## config.mk

```make
export PLATFORM = sky130hd
export DESIGN_NAME = or_bus_initiator_flat
export DESIGN_NICKNAME = d
export VERILOG_FILES = /design/src/rtl/or_bus_if.sv /design/src/rtl/or_bus_initiator.sv /design/src/flat_wrapper.sv
export SDC_FILE = /design/constraint.sdc
export NUM_CORES = 1
export LEC_CHECK = 0
export CORE_ASPECT_RATIO = 0.5
export CORE_MARGIN = 5
export CORE_UTILIZATION = 45
export DETAILED_ROUTE_END_ITERATION = 6
export DONT_BUFFER_PORTS = 1
export GPL_TIMING_DRIVEN = 1
export PLACE_DENSITY = 0.63
export SETUP_SLACK_MARGIN = 0.05
export SLEW_MARGIN = 30
export SYNTH_ARGS = -nofsm -noshare
export SYNTH_HDL_FRONTEND = slang
export SYNTH_SLANG_ARGS = --single-unit
```

## constraint.sdc

```tcl
create_clock -name CLK -period 3.8 [get_ports CLK]
set_clock_uncertainty 0.15 [all_clocks]
set_input_delay 0.76 -clock CLK [delete_from_list [all_inputs] [get_ports CLK]]
set_output_delay 0.76 -clock CLK [all_outputs]
set_load 0.02 [all_outputs]
```

## src/rtl/or_bus_if.sv

```systemverilog
// Command/response handshakes plus the 3-bit register bus of the OR-combiner.
// master: the initiator side. slave: the environment (command source, response
// sink, register port).
interface or_bus_if;
  // command port
  logic       cmd_valid;
  logic       cmd_ready;
  logic [7:0] cmd_a;
  logic [7:0] cmd_b;
  // response port
  logic       rsp_valid;
  logic       rsp_ready;
  logic [7:0] rsp_data;
  logic       rsp_err;
  // register bus, write side
  logic [2:0] write_address;
  logic [7:0] write_data;
  logic       write_en;
  logic       write_rdy;
  // register bus, read side; read_data follows read_address combinationally
  logic [2:0] read_address;
  logic       read_en;
  logic [7:0] read_data;
  logic       read_rdy;

  modport master (
    input  cmd_valid, cmd_a, cmd_b, rsp_ready, write_rdy, read_data, read_rdy,
    output cmd_ready, rsp_valid, rsp_data, rsp_err,
    output write_address, write_data, write_en, read_address, read_en
  );

  modport slave (
    output cmd_valid, cmd_a, cmd_b, rsp_ready, write_rdy, read_data, read_rdy,
    input  cmd_ready, rsp_valid, rsp_data, rsp_err,
    input  write_address, write_data, write_en, read_address, read_en
  );
endinterface

```

## src/rtl/or_bus_initiator.sv

```systemverilog
// Bus master for the OR-combiner register port. Takes an (a, b) pair, writes a
// to address 4 and b to address 5 once their FIFOs report space, polls the
// result status, pops the result from address 3 and returns it. The result
// wait is bounded by TIMEOUT cycles; on expiry an error response (data 0) is
// returned and the late result is left in the FIFO for the next transaction.
//
// Register map seen by this block:
//   0 : status of operand FIFO a (bit0 = not full)  -- never read_en here
//   1 : status of operand FIFO b (bit0 = not full)
//   2 : status of result FIFO    (bit0 = not empty)
//   3 : result data; read_en pops it
//   4 : operand a write
//   5 : operand b write
module or_bus_initiator #(
  // TIMEOUT must exceed 256: the combiner emits one result per 8-bit wrap.
  parameter int TIMEOUT = 512,
  // 2**TO_W must exceed TIMEOUT.
  parameter int TO_W    = 10
) (
  input  logic        CLK,
  input  logic        RST,
  or_bus_if.master    bus,
  output logic        busy,
  output logic [15:0] txn_count
);

  localparam logic [2:0] ADDR_ST_A = 3'd0;
  localparam logic [2:0] ADDR_ST_B = 3'd1;
  localparam logic [2:0] ADDR_ST_Y = 3'd2;
  localparam logic [2:0] ADDR_Y    = 3'd3;
  localparam logic [2:0] ADDR_A    = 3'd4;
  localparam logic [2:0] ADDR_B    = 3'd5;

  localparam logic [TO_W-1:0] TO_LAST = TO_W'(TIMEOUT - 1);

  typedef enum logic [2:0] {
    IDLE, POLL_A, WR_A, POLL_B, WR_B, POLL_Y, RD_Y, RESP
  } state_t;

  typedef struct packed {
    logic [7:0] a;
    logic [7:0] b;
  } opnd_t;

  typedef struct packed {
    logic       err;
    logic [7:0] data;
  } rsp_t;

  state_t          state, state_nx;
  opnd_t           opnd;
  rsp_t            rsp;
  logic [TO_W-1:0] to_cnt;

  // decoded bus conditions
  logic wr_go;    // polled operand FIFO has space and the bus takes a write
  logic y_go;     // result present and the bus takes a read
  logic to_hit;   // last allowed POLL_Y cycle

  // combinational bus/handshake drives, copied onto the interface below
  logic       cmd_ready_c;
  logic       rsp_valid_c;
  logic [2:0] wr_addr_c;
  logic [7:0] wr_data_c;
  logic       wr_en_c;
  logic [2:0] rd_addr_c;
  logic       rd_en_c;

  assign wr_go  = bus.read_data[0] & bus.write_rdy;
  assign y_go   = bus.read_data[0] & bus.read_rdy;
  assign to_hit = (to_cnt == TO_LAST);

  // State register; reset aborts any transaction in flight.
  always_ff @(posedge CLK) begin
    if (RST) state <= IDLE;
    else     state <= state_nx;
  end

  // Next state and per-state bus drives; everything idles at 0 by default.
  always_comb begin
    state_nx    = state;
    cmd_ready_c = 1'b0;
    rsp_valid_c = 1'b0;
    wr_addr_c   = 3'd0;
    wr_data_c   = 8'd0;
    wr_en_c     = 1'b0;
    rd_addr_c   = 3'd0;
    rd_en_c     = 1'b0;
    unique case (state)
      IDLE: begin
        cmd_ready_c = 1'b1;
        if (bus.cmd_valid) state_nx = POLL_A;
      end
      POLL_A: begin
        // status only: read_en at address 0 would pop operand FIFO a
        rd_addr_c = ADDR_ST_A;
        if (wr_go) state_nx = WR_A;
      end
      WR_A: begin
        wr_addr_c = ADDR_A;
        wr_data_c = opnd.a;
        wr_en_c   = 1'b1;
        state_nx  = POLL_B;
      end
      POLL_B: begin
        rd_addr_c = ADDR_ST_B;
        if (wr_go) state_nx = WR_B;
      end
      WR_B: begin
        wr_addr_c = ADDR_B;
        wr_data_c = opnd.b;
        wr_en_c   = 1'b1;
        state_nx  = POLL_Y;
      end
      POLL_Y: begin
        rd_addr_c = ADDR_ST_Y;
        // a result arriving on the expiry cycle still wins
        if (y_go)        state_nx = RD_Y;
        else if (to_hit) state_nx = RESP;
      end
      RD_Y: begin
        rd_addr_c = ADDR_Y;
        rd_en_c   = 1'b1;
        state_nx  = RESP;
      end
      RESP: begin
        rsp_valid_c = 1'b1;
        if (bus.rsp_ready) state_nx = IDLE;
      end
      default: state_nx = IDLE;
    endcase
  end

  // Operand latch, timeout counter, response register and transaction count.
  always_ff @(posedge CLK) begin
    if (RST) begin
      opnd      <= '0;
      rsp       <= '0;
      to_cnt    <= '0;
      txn_count <= '0;
    end else begin
      unique case (state)
        IDLE: begin
          if (bus.cmd_valid) opnd <= '{a: bus.cmd_a, b: bus.cmd_b};
        end
        WR_B: begin
          to_cnt <= '0;
        end
        POLL_Y: begin
          to_cnt <= to_cnt + 1'b1;
          if (!y_go && to_hit) rsp <= '{err: 1'b1, data: 8'h00};
        end
        RD_Y: begin
          // read_data is combinational on address 3 during this cycle
          rsp <= '{err: 1'b0, data: bus.read_data};
        end
        RESP: begin
          if (bus.rsp_ready) txn_count <= txn_count + 16'd1;
        end
        default: ;
      endcase
    end
  end

  assign bus.cmd_ready     = cmd_ready_c;
  assign bus.rsp_valid     = rsp_valid_c;
  assign bus.rsp_data      = rsp.data;
  assign bus.rsp_err       = rsp.err;
  assign bus.write_address = wr_addr_c;
  assign bus.write_data    = wr_data_c;
  assign bus.write_en      = wr_en_c;
  assign bus.read_address  = rd_addr_c;
  assign bus.read_en       = rd_en_c;
  assign busy              = (state != IDLE);

endmodule

```

## src/flat_wrapper.sv

```systemverilog
// flat-port wrapper written by rule: the top's interface ports become plain ports
module or_bus_initiator_flat 
#(
                                                                           
  parameter int TIMEOUT = 512,
                                 
  parameter int TO_W    = 10
)
  (CLK, RST, busy, txn_count, bus_cmd_valid, bus_cmd_a, bus_cmd_b, bus_rsp_ready, bus_write_rdy, bus_read_data, bus_read_rdy, bus_cmd_ready, bus_rsp_valid, bus_rsp_data, bus_rsp_err, bus_write_address, bus_write_data, bus_write_en, bus_read_address, bus_read_en);
  or_bus_if bus_i ();
  input  logic CLK;
  input  logic RST;
  output logic busy;
  output logic [15:0] txn_count;
  input wire logic [$bits(bus_i.cmd_valid)-1:0] bus_cmd_valid;
  input wire logic [$bits(bus_i.cmd_a)-1:0] bus_cmd_a;
  input wire logic [$bits(bus_i.cmd_b)-1:0] bus_cmd_b;
  input wire logic [$bits(bus_i.rsp_ready)-1:0] bus_rsp_ready;
  input wire logic [$bits(bus_i.write_rdy)-1:0] bus_write_rdy;
  input wire logic [$bits(bus_i.read_data)-1:0] bus_read_data;
  input wire logic [$bits(bus_i.read_rdy)-1:0] bus_read_rdy;
  output wire logic [$bits(bus_i.cmd_ready)-1:0] bus_cmd_ready;
  output wire logic [$bits(bus_i.rsp_valid)-1:0] bus_rsp_valid;
  output wire logic [$bits(bus_i.rsp_data)-1:0] bus_rsp_data;
  output wire logic [$bits(bus_i.rsp_err)-1:0] bus_rsp_err;
  output wire logic [$bits(bus_i.write_address)-1:0] bus_write_address;
  output wire logic [$bits(bus_i.write_data)-1:0] bus_write_data;
  output wire logic [$bits(bus_i.write_en)-1:0] bus_write_en;
  output wire logic [$bits(bus_i.read_address)-1:0] bus_read_address;
  output wire logic [$bits(bus_i.read_en)-1:0] bus_read_en;
  assign bus_i.cmd_valid = bus_cmd_valid;
  assign bus_i.cmd_a = bus_cmd_a;
  assign bus_i.cmd_b = bus_cmd_b;
  assign bus_i.rsp_ready = bus_rsp_ready;
  assign bus_i.write_rdy = bus_write_rdy;
  assign bus_i.read_data = bus_read_data;
  assign bus_i.read_rdy = bus_read_rdy;
  assign bus_cmd_ready = bus_i.cmd_ready;
  assign bus_rsp_valid = bus_i.rsp_valid;
  assign bus_rsp_data = bus_i.rsp_data;
  assign bus_rsp_err = bus_i.rsp_err;
  assign bus_write_address = bus_i.write_address;
  assign bus_write_data = bus_i.write_data;
  assign bus_write_en = bus_i.write_en;
  assign bus_read_address = bus_i.read_address;
  assign bus_read_en = bus_i.read_en;
  or_bus_initiator #(.TIMEOUT(TIMEOUT), .TO_W(TO_W)) u_core (.CLK(CLK), .RST(RST), .bus(bus_i), .busy(busy), .txn_count(txn_count));
endmodule
```

==> flow_summary.ini, run 1 <==
[global_route]
antenna_found_initial = 0
grt_max_degree = 65
grt_usage_pct = 15.67
grt_overflow = 0
grt_first_pass_wirelength_um = 9825
grt_pass1_vias = 2040

[finish]
area_growth_pct = 5.310
fillers = 532
layout.cells.non_filler = 388
drive_gt1_share_pct = 6.032
design_area_um2 = 2829
fin_nets = 350
n_antenna_cell = 0
regArea_um2 = 1082
postLayoutCoreUtil_pct = 50.21
multi_input_area_um2 = 1481

[timing]
tightest_slew_ns = 0.7050
fin_tns_setup_ns = 0
maxSlewHeadroom_pct = 52.50
slew_violations = 0
setup_viol_count_final = 0
period_share_pct = 75.97
fmax_mhz = 346.4
rsz0062_at_grt = no
hold_viol_final = 0
worst_slack_ns = 0.9131
finalCriticalPeriod_ns = 2.887

[cts]
numCtsBuffers = 5
clock-sinks = 54
h-tree-depth = 2
clk_pin_slew_ns = 0.07
root_buffer = clkbuf_16
cts_tree = built
ctsHoldBuffers = 0
post_cts_resized = 0
postCtsSetupRepairBufs = 0
worstSkewPairLatency_ns = 0.29
clockBufferDepth = 2

[route]
via_per_inst = 5.611
antenna_left = 0
drc_errors = 0
dr.pass1.iters = 7
avgRoutedWirePerCell_um = 15.30
dr.first_iter.drc_count = 151
vias = 2177
wl_um = 5936

[die]
rows = 19
num_io_pins = 74
placeableCoreArea_um2 = 5634
start_util_pct = 47.68
dieArea_um2 = 7709
die_h_um = 64.64
fp.dieW_um = 119.3

[worst_setup_path]
start_kind = register
cp_common_cell = inv_1
critPathSlowestCell = nor2b_1
arrival_ns = 1.98
cp-end-kind = output pin
crit_path_max_fanout = 16
path_cells = inv_1 > ha_1 > nor2b_1 > inv_1
cp_slowest_stage_delay_ns = 0.53
crit_required_ns = 2.89
crit_type = register to output pin

[placed_design]
placed_cell_area_um2 = 2681
port_buffers = 0
post-place-ws_ns = 1.199
dp_hpwl_um = 4214
place_inst = 380
place_congestion = 0.7647

[synth]
synth_cell_types = 48
yosysMostFrequentCell = nand2_1
netlist_area_um2 = 2686
ys_seq_elements = 54
synth_area_leaders = dfxtp_1, nand2_1, a21oi_1
async_flop_share_pct = 0
yosys_warnings = 0
synth_top_area_share_pct = 40.24
avgSynthCellArea_um2 = 8.190
synth_top_cell_by_area = dfxtp_1
syn_inst = 328
synth_seq_area_share_pct = 40.24
netlist_top_cells_count = nand2_1, dfxtp_1, a21oi_1
synth_edf_count = 0
synth_top_flop_cell = dfxtp_1

[power_and_ir_drop]
p_leak_nw = 0.9777
power.density_nw_per_um2 = 482.1
ir_worst_vdd_uv = 264.5

[min_path]
min_path_type = register to register

[status]
outcome = completed

[job]
maxCapViolCount = 0
-- final timing paths --
path,startpoint,cells after the start,end,slack [ns]
max,u_core.state[0]$_SDFFE_PP0P_,4,busy,0.91
min,u_core.opnd[11]$_SDFFE_PP0P_,2,u_core.opnd[11]$_SDFFE_PP0P_,0.30
max reg2reg,u_core.state[0]$_SDFFE_PP0P_,6,u_core.opnd[4]$_SDFFE_PP0P_,1.28
min reg2reg,u_core.opnd[11]$_SDFFE_PP0P_,2,u_core.opnd[11]$_SDFFE_PP0P_,0.30
-- area by class of cell --
cell class	instances	share of cell area [%]
flip-flops and latches	54	38.26
clock inverters	1	0.1769
inverters	7	0.9288
multi-input cells	246	52.37
clock buffers	7	5.042
well taps	73	3.229
-- power breakdown --
group | leakage (nW) | switching (mW) | internal, mW | total [mW]
Clock | 0.0739 | 0.195 | 0.262 | 0.456
Sequential | 0.438 | 0.0330 | 0.604 | 0.637
Combinational | 0.466 | 0.192 | 0.0787 | 0.271
-- state kept, by name, summed over array words and instances (netlist names) --
name	flops
u_core.bus.rsp_data	8
u_core.bus.rsp_err	1
u_core.opnd	16
u_core.state	3
u_core.to_cnt	10
u_core.txn_count	16
-- cells in the final DEF (no fill, tap or decap), types with 2 or more instances in the layout --
cell,instances
nor2b_1,3
nand4_1,5
or3_1,4
nor3_1,2
nand2b_1,10
mux2_1,2
and2_1,3
xnor2_1,5
mux2i_1,11
mux2_2,4
o21a_1,2
and4_1,4
xor2_1,3
o31ai_1,5
nor2_1,22
o21ai_0,14
and3_1,2
nand2_1,57
ha_1,6
dfxtp_1,53
nand3b_1,10
a22oi_1,2
or4_1,5
a21oi_1,28
clkbuf_16,5
inv_1,6
conb_1,2
nand3_1,18
-- stage by stage --
step                power (mW)  hold slack (ns)
floorplan               0.8898           0.2866
CTS                      1.382           0.3001
global placement        0.9063           0.2869
finish                   1.364           0.3019
global route             1.443           0.3191
detailed placement      0.9222           0.2906
-- worst max-delay path, delay by kind of cell, from the launching register on --
family | cells | cell delay [ns]
buffers and inverters | 2 | 0.32
flip-flops | 1 | 0.34
adder cells (fa/ha/maj) | 1 | 0.49
AND/OR/NAND/NOR | 1 | 0.53
-- metal layers --
metal / vias up / GRT usage, % / share of wire [%] / routed length [µm]
met5: - / 0 / 0 / 0
met4: 0 / 5.051 / 0.88 / 52
met3: 4 / 7.646 / 8.6 / 513
met2: 49 / 23.26 / 43 / 2563
met1: 1015 / 20.07 / 47 / 2807
li1: 1109 / - / - / -
-- logic make-up after synthesis --
logic type	synth area share, %
muxes	6.614
DFF	40.24
other	0.1396
and+or+nand+nor	29.11
AOI/OAI and AO/OA	13.74
xor gates and xnor gates	2.608
adders and majority gates	2.795
buffers and inverters	4.750
Note: power is estimated with default switching activity, not from simulation.
==> run 2: changes to the inputs <==
--- a/config.mk
+++ b/config.mk
@@ -11,7 +11,7 @@
 export DETAILED_ROUTE_END_ITERATION = 6
 export DONT_BUFFER_PORTS = 1
 export GPL_TIMING_DRIVEN = 1
-export PLACE_DENSITY = 0.63
+export PLACE_DENSITY = 0.65
 export SETUP_SLACK_MARGIN = 0.05
 export SLEW_MARGIN = 30
 export SYNTH_ARGS = -nofsm -noshare
==> constraint.sdc (replaced) <==
create_clock -name CLK -period 2.3 [get_ports CLK]
set_clock_uncertainty 0.15 [all_clocks]
set_input_delay 0.46 -clock CLK [delete_from_list [all_inputs] [get_ports CLK]]
set_output_delay 0.46 -clock CLK [all_outputs]
set_load 0.02 [all_outputs]
==> run 2 against run 1 <==
Net effect: core utilization up 3.7 points; largest power group unchanged; worst setup slack worse by 0.77 ns; total power rose by 77%; routed wire length is 4.7% higher; count of clock-buffer cells in the layout decreased by 2; largest cell class unchanged.
==> flow_summary.ini, run 2 (synthesis gave the netlist of run 1 again) <==
[cts]
cts_tree = built
clock-sinks = 54
clockBufferDepth = 2
postCtsSetupRepairBufs = 0
clk_pin_slew_ns = 0.07
worstSkewPairLatency_ns = 0.29
ctsHoldBuffers = 0
numCtsBuffers = 5
h-tree-depth = 2
root_buffer = clkbuf_16

[power_and_ir_drop]
swShare_pct = 29.65
switchingPower_mw = 0.7154
pwr-share-clk_pct = 35.0
combPwrFrac_pct = 22.0
internal-power_mw = 1.698
p_leak_nw = 1.119
totalPowerFinal_mw = 2.413
seq_power_share_pct = 43.0
power.density_nw_per_um2 = 794.3
ir_worst_vdd_uv = 381.7

[timing]
slew_violations = 0
tightest_slew_ns = 0.5159
hold_viol_final = 0
maxSlewHeadroom_pct = 65.60
whs_ns = 0.07964
fin_tns_setup_ns = 0
period_share_pct = 93.87
setup_viol_count_final = 0
rsz0062_at_grt = no
fmax_mhz = 463.2
worst_slack_ns = 0.1411
finalCriticalPeriod_ns = 2.159

[route]
antenna_left = 0
drc_errors = 0
dr.pass1.iters = 4
dr.first_iter.drc_count = 136
avgRoutedWirePerCell_um = 15.05
vias = 2297
via_per_inst = 5.562
wl_um = 6214

[global_route]
antenna_found_initial = 0
grt_max_degree = 65
grt_pass1_vias = 2216
grt_usage_pct = 16.47
grt_overflow = 0
grt_first_pass_wirelength_um = 10380

[worst_setup_path]
crit_required_ns = 1.69
start_kind = register
crit_path_max_fanout = 22
cp-end-kind = output pin
worstReg2RegEnd = u_core.txn_count[15]$_SDFFE_PP0P_
regToRegSetupSlack_ns = 0.31
crit_type = register to output pin
crit_start = u_core.state[2]$_SDFFE_PP0P_
r2r_start = u_core.state[1]$_SDFFE_PP0P_
arrival_ns = 1.55
reg2regPathDepth = 5
timing.critical_path.to = bus_write_address[2]

[job]
maxCapViolCount = 0

[placed_design]
place_inst = 405
post-place-ws_ns = 0.3066
dp_hpwl_um = 4578
place_congestion = 0.8218
port_buffers = 0
placed_cell_area_um2 = 2868

[die]
placeableCoreArea_um2 = 5634
num_io_pins = 74
start_util_pct = 47.68
fp.dieW_um = 119.3
dieArea_um2 = 7709
rows = 19
die_h_um = 64.64

[status]
outcome = completed

[finish]
drive_gt1_share_pct = 13.53
layout.cells.non_filler = 413
final_cell_mix = nand2_1, dfxtp_1, a21oi_1
postLayoutCoreUtil_pct = 53.92
design_area_um2 = 3038
reg_top3 = u_core.opnd: 16 flops, u_core.txn_count: 16 flops, u_core.to_cnt: 10 flops
fillers = 522
final_common_cell = nand2_1
area_growth_pct = 13.09
fin_nets = 375
n_antenna_cell = 0

[min_path]
min_path_type = input port to register
-- run 2: cell type report --
cell class	instances	area (µm²)	share of cell area (%)
sequential	54	1081	35.58
timing repair buffer	25	187.7	6.178
multi-input combinational	246	1486	48.93
tap	73	91.34	3.007
clock inverter	3	40.04	1.318
clock buffer	5	125.1	4.119
inverter	7	26.28	0.8649
-- run 2: worst min path at each step --
stage	start	slack (ns)	end	depth (start not counted)
finish	RST	0.08	u_core.to_cnt[2]$_SDFFE_PP0P_	1
CTS	RST	0.08	u_core.to_cnt[8]$_SDFFE_PP0P_	1
floorplan	u_core.opnd[10]$_SDFFE_PP0P_	0.29	u_core.opnd[10]$_SDFFE_PP0P_	2
detailed placement	u_core.opnd[12]$_SDFFE_PP0P_	0.29	u_core.opnd[12]$_SDFFE_PP0P_	2
global route	RST	0.06	u_core.to_cnt[2]$_SDFFE_PP0P_	1
global placement	u_core.opnd[11]$_SDFFE_PP0P_	0.29	u_core.opnd[11]$_SDFFE_PP0P_	2
-- run 2: timing repair --
action / CTS / global route
gates resized for setup: 0 / 6
endpoints found under the hold margin: 0 / 0
endpoints found under the setup margin: 0 / 11
-- run 2: critical path, stage by stage (launching register included) --
cell	delay, ns
dfxtp_1	0.49
buf_4	0.29
mux2_2	0.47
-- run 2: layer usage --
layer / GRT usage (%) / up-vias / wire length (µm)
met3: 7.559 / 2 / 534
met4: 3.896 / 0 / 27
met5: 0 / - / 0
met1: 19.45 / 1069 / 2865
li1: - / 1164 / -
met2: 27.69 / 62 / 2787
-- run 2: power groups by stage --
stage                     combinational (mW)  clock [mW]  sequential [mW]
final                                  0.531       0.844             1.04
after global routing                   0.592       0.915             1.05
after CTS                              0.524       0.868             1.04
after detailed placement               0.523           0             1.06
after global placement                 0.511           0             1.06
after floorplan                        0.422           0             1.05
==> run 3: changes to the inputs <==
--- a/config.mk
+++ b/config.mk
@@ -17,3 +17,4 @@
 export SYNTH_ARGS = -nofsm -noshare
 export SYNTH_HDL_FRONTEND = slang
 export SYNTH_SLANG_ARGS = --single-unit
+export TNS_END_PERCENT = 20
==> run 3 against run 2 <==
Net effect: register-to-register slack about the same; cell count unchanged; flip-flop and latch count unchanged; cell area unchanged.
==> flow_summary.ini, run 3 (synthesis gave the netlist of run 1 again) <==
[worst_setup_path]
crit_path_max_fanout = 22
crit_type = register to output pin
start_kind = register
crit_required_ns = 1.69
arrival_ns = 1.55
cp-end-kind = output pin

[cts]
numCtsBuffers = 5
postCtsSetupRepairBufs = 0
ctsHoldBuffers = 0
clockBufferDepth = 2
h-tree-depth = 2
clk_pin_slew_ns = 0.07
cts_tree = built
root_buffer = clkbuf_16
worstSkewPairLatency_ns = 0.29
clock-sinks = 54
post_cts_resized = 0

[power_and_ir_drop]
combPwrFrac_pct = 22.0
power.density_nw_per_um2 = 793.9
p_leak_nw = 1.118
internal-power_mw = 1.697
totalPowerFinal_mw = 2.412
swShare_pct = 29.62
seq_power_share_pct = 43.0
ir_worst_vdd_uv = 380.5
switchingPower_mw = 0.7143
pwr-share-clk_pct = 35.0

[placed_design]
post-place-ws_ns = 0.3066
dp_hpwl_um = 4578
port_buffers = 0
place_inst = 405
place_congestion = 0.8218

[timing]
rsz0062_at_grt = yes
whs_ns = 0.07951
finalCriticalPeriod_ns = 2.156
hold_viol_final = 0
fin_tns_setup_ns = 0
worst_slack_ns = 0.1439
setup_viol_count_final = 0
tightest_slew_ns = 0.5157
maxSlewHeadroom_pct = 65.62
slew_violations = 0
period_share_pct = 93.74
fmax_mhz = 463.8

[finish]
final_common_cell = nand2_1
fin_nets = 375
area_growth_pct = 13.09
reg_top3 = u_core.opnd: 16 flops, u_core.txn_count: 16 flops, u_core.to_cnt: 10 flops
n_antenna_cell = 0
layout.cells.non_filler = 413
drive_gt1_share_pct = 13.53
final_cell_mix = nand2_1, dfxtp_1, a21oi_1

[min_path]
min_path_type = input port to register

[die]
num_io_pins = 74
die_h_um = 64.64
dieArea_um2 = 7709
fp.dieW_um = 119.3
start_util_pct = 47.68
placeableCoreArea_um2 = 5634
rows = 19

[route]
wl_um = 6193
vias = 2289
via_per_inst = 5.542
drc_errors = 0
avgRoutedWirePerCell_um = 15.00
antenna_left = 0
dr.first_iter.drc_count = 137
dr.pass1.iters = 4

[global_route]
grt_overflow = 0
grt_pass1_vias = 2216
grt_max_degree = 65
grt_first_pass_wirelength_um = 10380
grt_usage_pct = 16.47
antenna_found_initial = 0

[status]
outcome = completed

[job]
maxCapViolCount = 0
run 3: cell types whose count changed in the layout (fill, tap and decap cells not counted):
cell     delta
o21ai_0     +2
o21ai_1     -2
run 3: worst max-delay path, stage by stage, from the launching register on:
cell and delay, ns:
dfxtp_1 0.49, buf_4 0.29, mux2_2 0.47
run 3: worst paths after layout:
path | startpoint | end | slack (ns) | cells past startpoint
worst max-delay path | u_core.state[2]$_SDFFE_PP0P_ | bus_write_address[2] | 0.14 | 2
worst min-delay path | RST | u_core.to_cnt[2]$_SDFFE_PP0P_ | 0.08 | 1
worst max register to register | u_core.state[1]$_SDFFE_PP0P_ | u_core.txn_count[15]$_SDFFE_PP0P_ | 0.31 | 5
worst min register to register | u_core.opnd[1]$_SDFFE_PP0P_ | u_core.opnd[1]$_SDFFE_PP0P_ | 0.30 | 2
run 3: power by group through the flow:
| stage | clock, mW | combinational [mW] | sequential (mW) |
|---|---|---|---|
| 5_1_grt | 0.915 | 0.591 | 1.05 |
| 3_5_place_dp | 0 | 0.523 | 1.06 |
| 2_1_floorplan | 0 | 0.422 | 1.05 |
| 6_report | 0.844 | 0.530 | 1.04 |
| 3_3_place_gp | 0 | 0.511 | 1.06 |
| 4_1_cts | 0.868 | 0.524 | 1.04 |
run 3: area by class of cell:
type / count / area (µm²)
flip-flops and latches: 54 / 1081
clock inverters: 3 / 40.04
repair buffers: 25 / 187.7
fillers: 522 / 2596
inverters: 7 / 26.28
well taps: 73 / 91.34
multi-input cells: 246 / 1486
clock buffers: 5 / 125.1
run 3: routing by layer:
metal / global-route usage (%) / vias up / part of all wire (%)
met3: 7.559 / 4 / 8.7
met4: 3.896 / 0 / 0.68
met1: 19.45 / 1061 / 46
li1: - / 1166 / -
met2: 27.69 / 58 / 44
met5: 0 / - / 0
run 3: metrics by stage:
stage	cell area, µm²	utilization, %
after floorplan	2690	-
after global placement	2868	50.90
after detailed placement	2868	50.90
after CTS	3033	53.83
after global routing	3038	53.92
final	3038	53.92
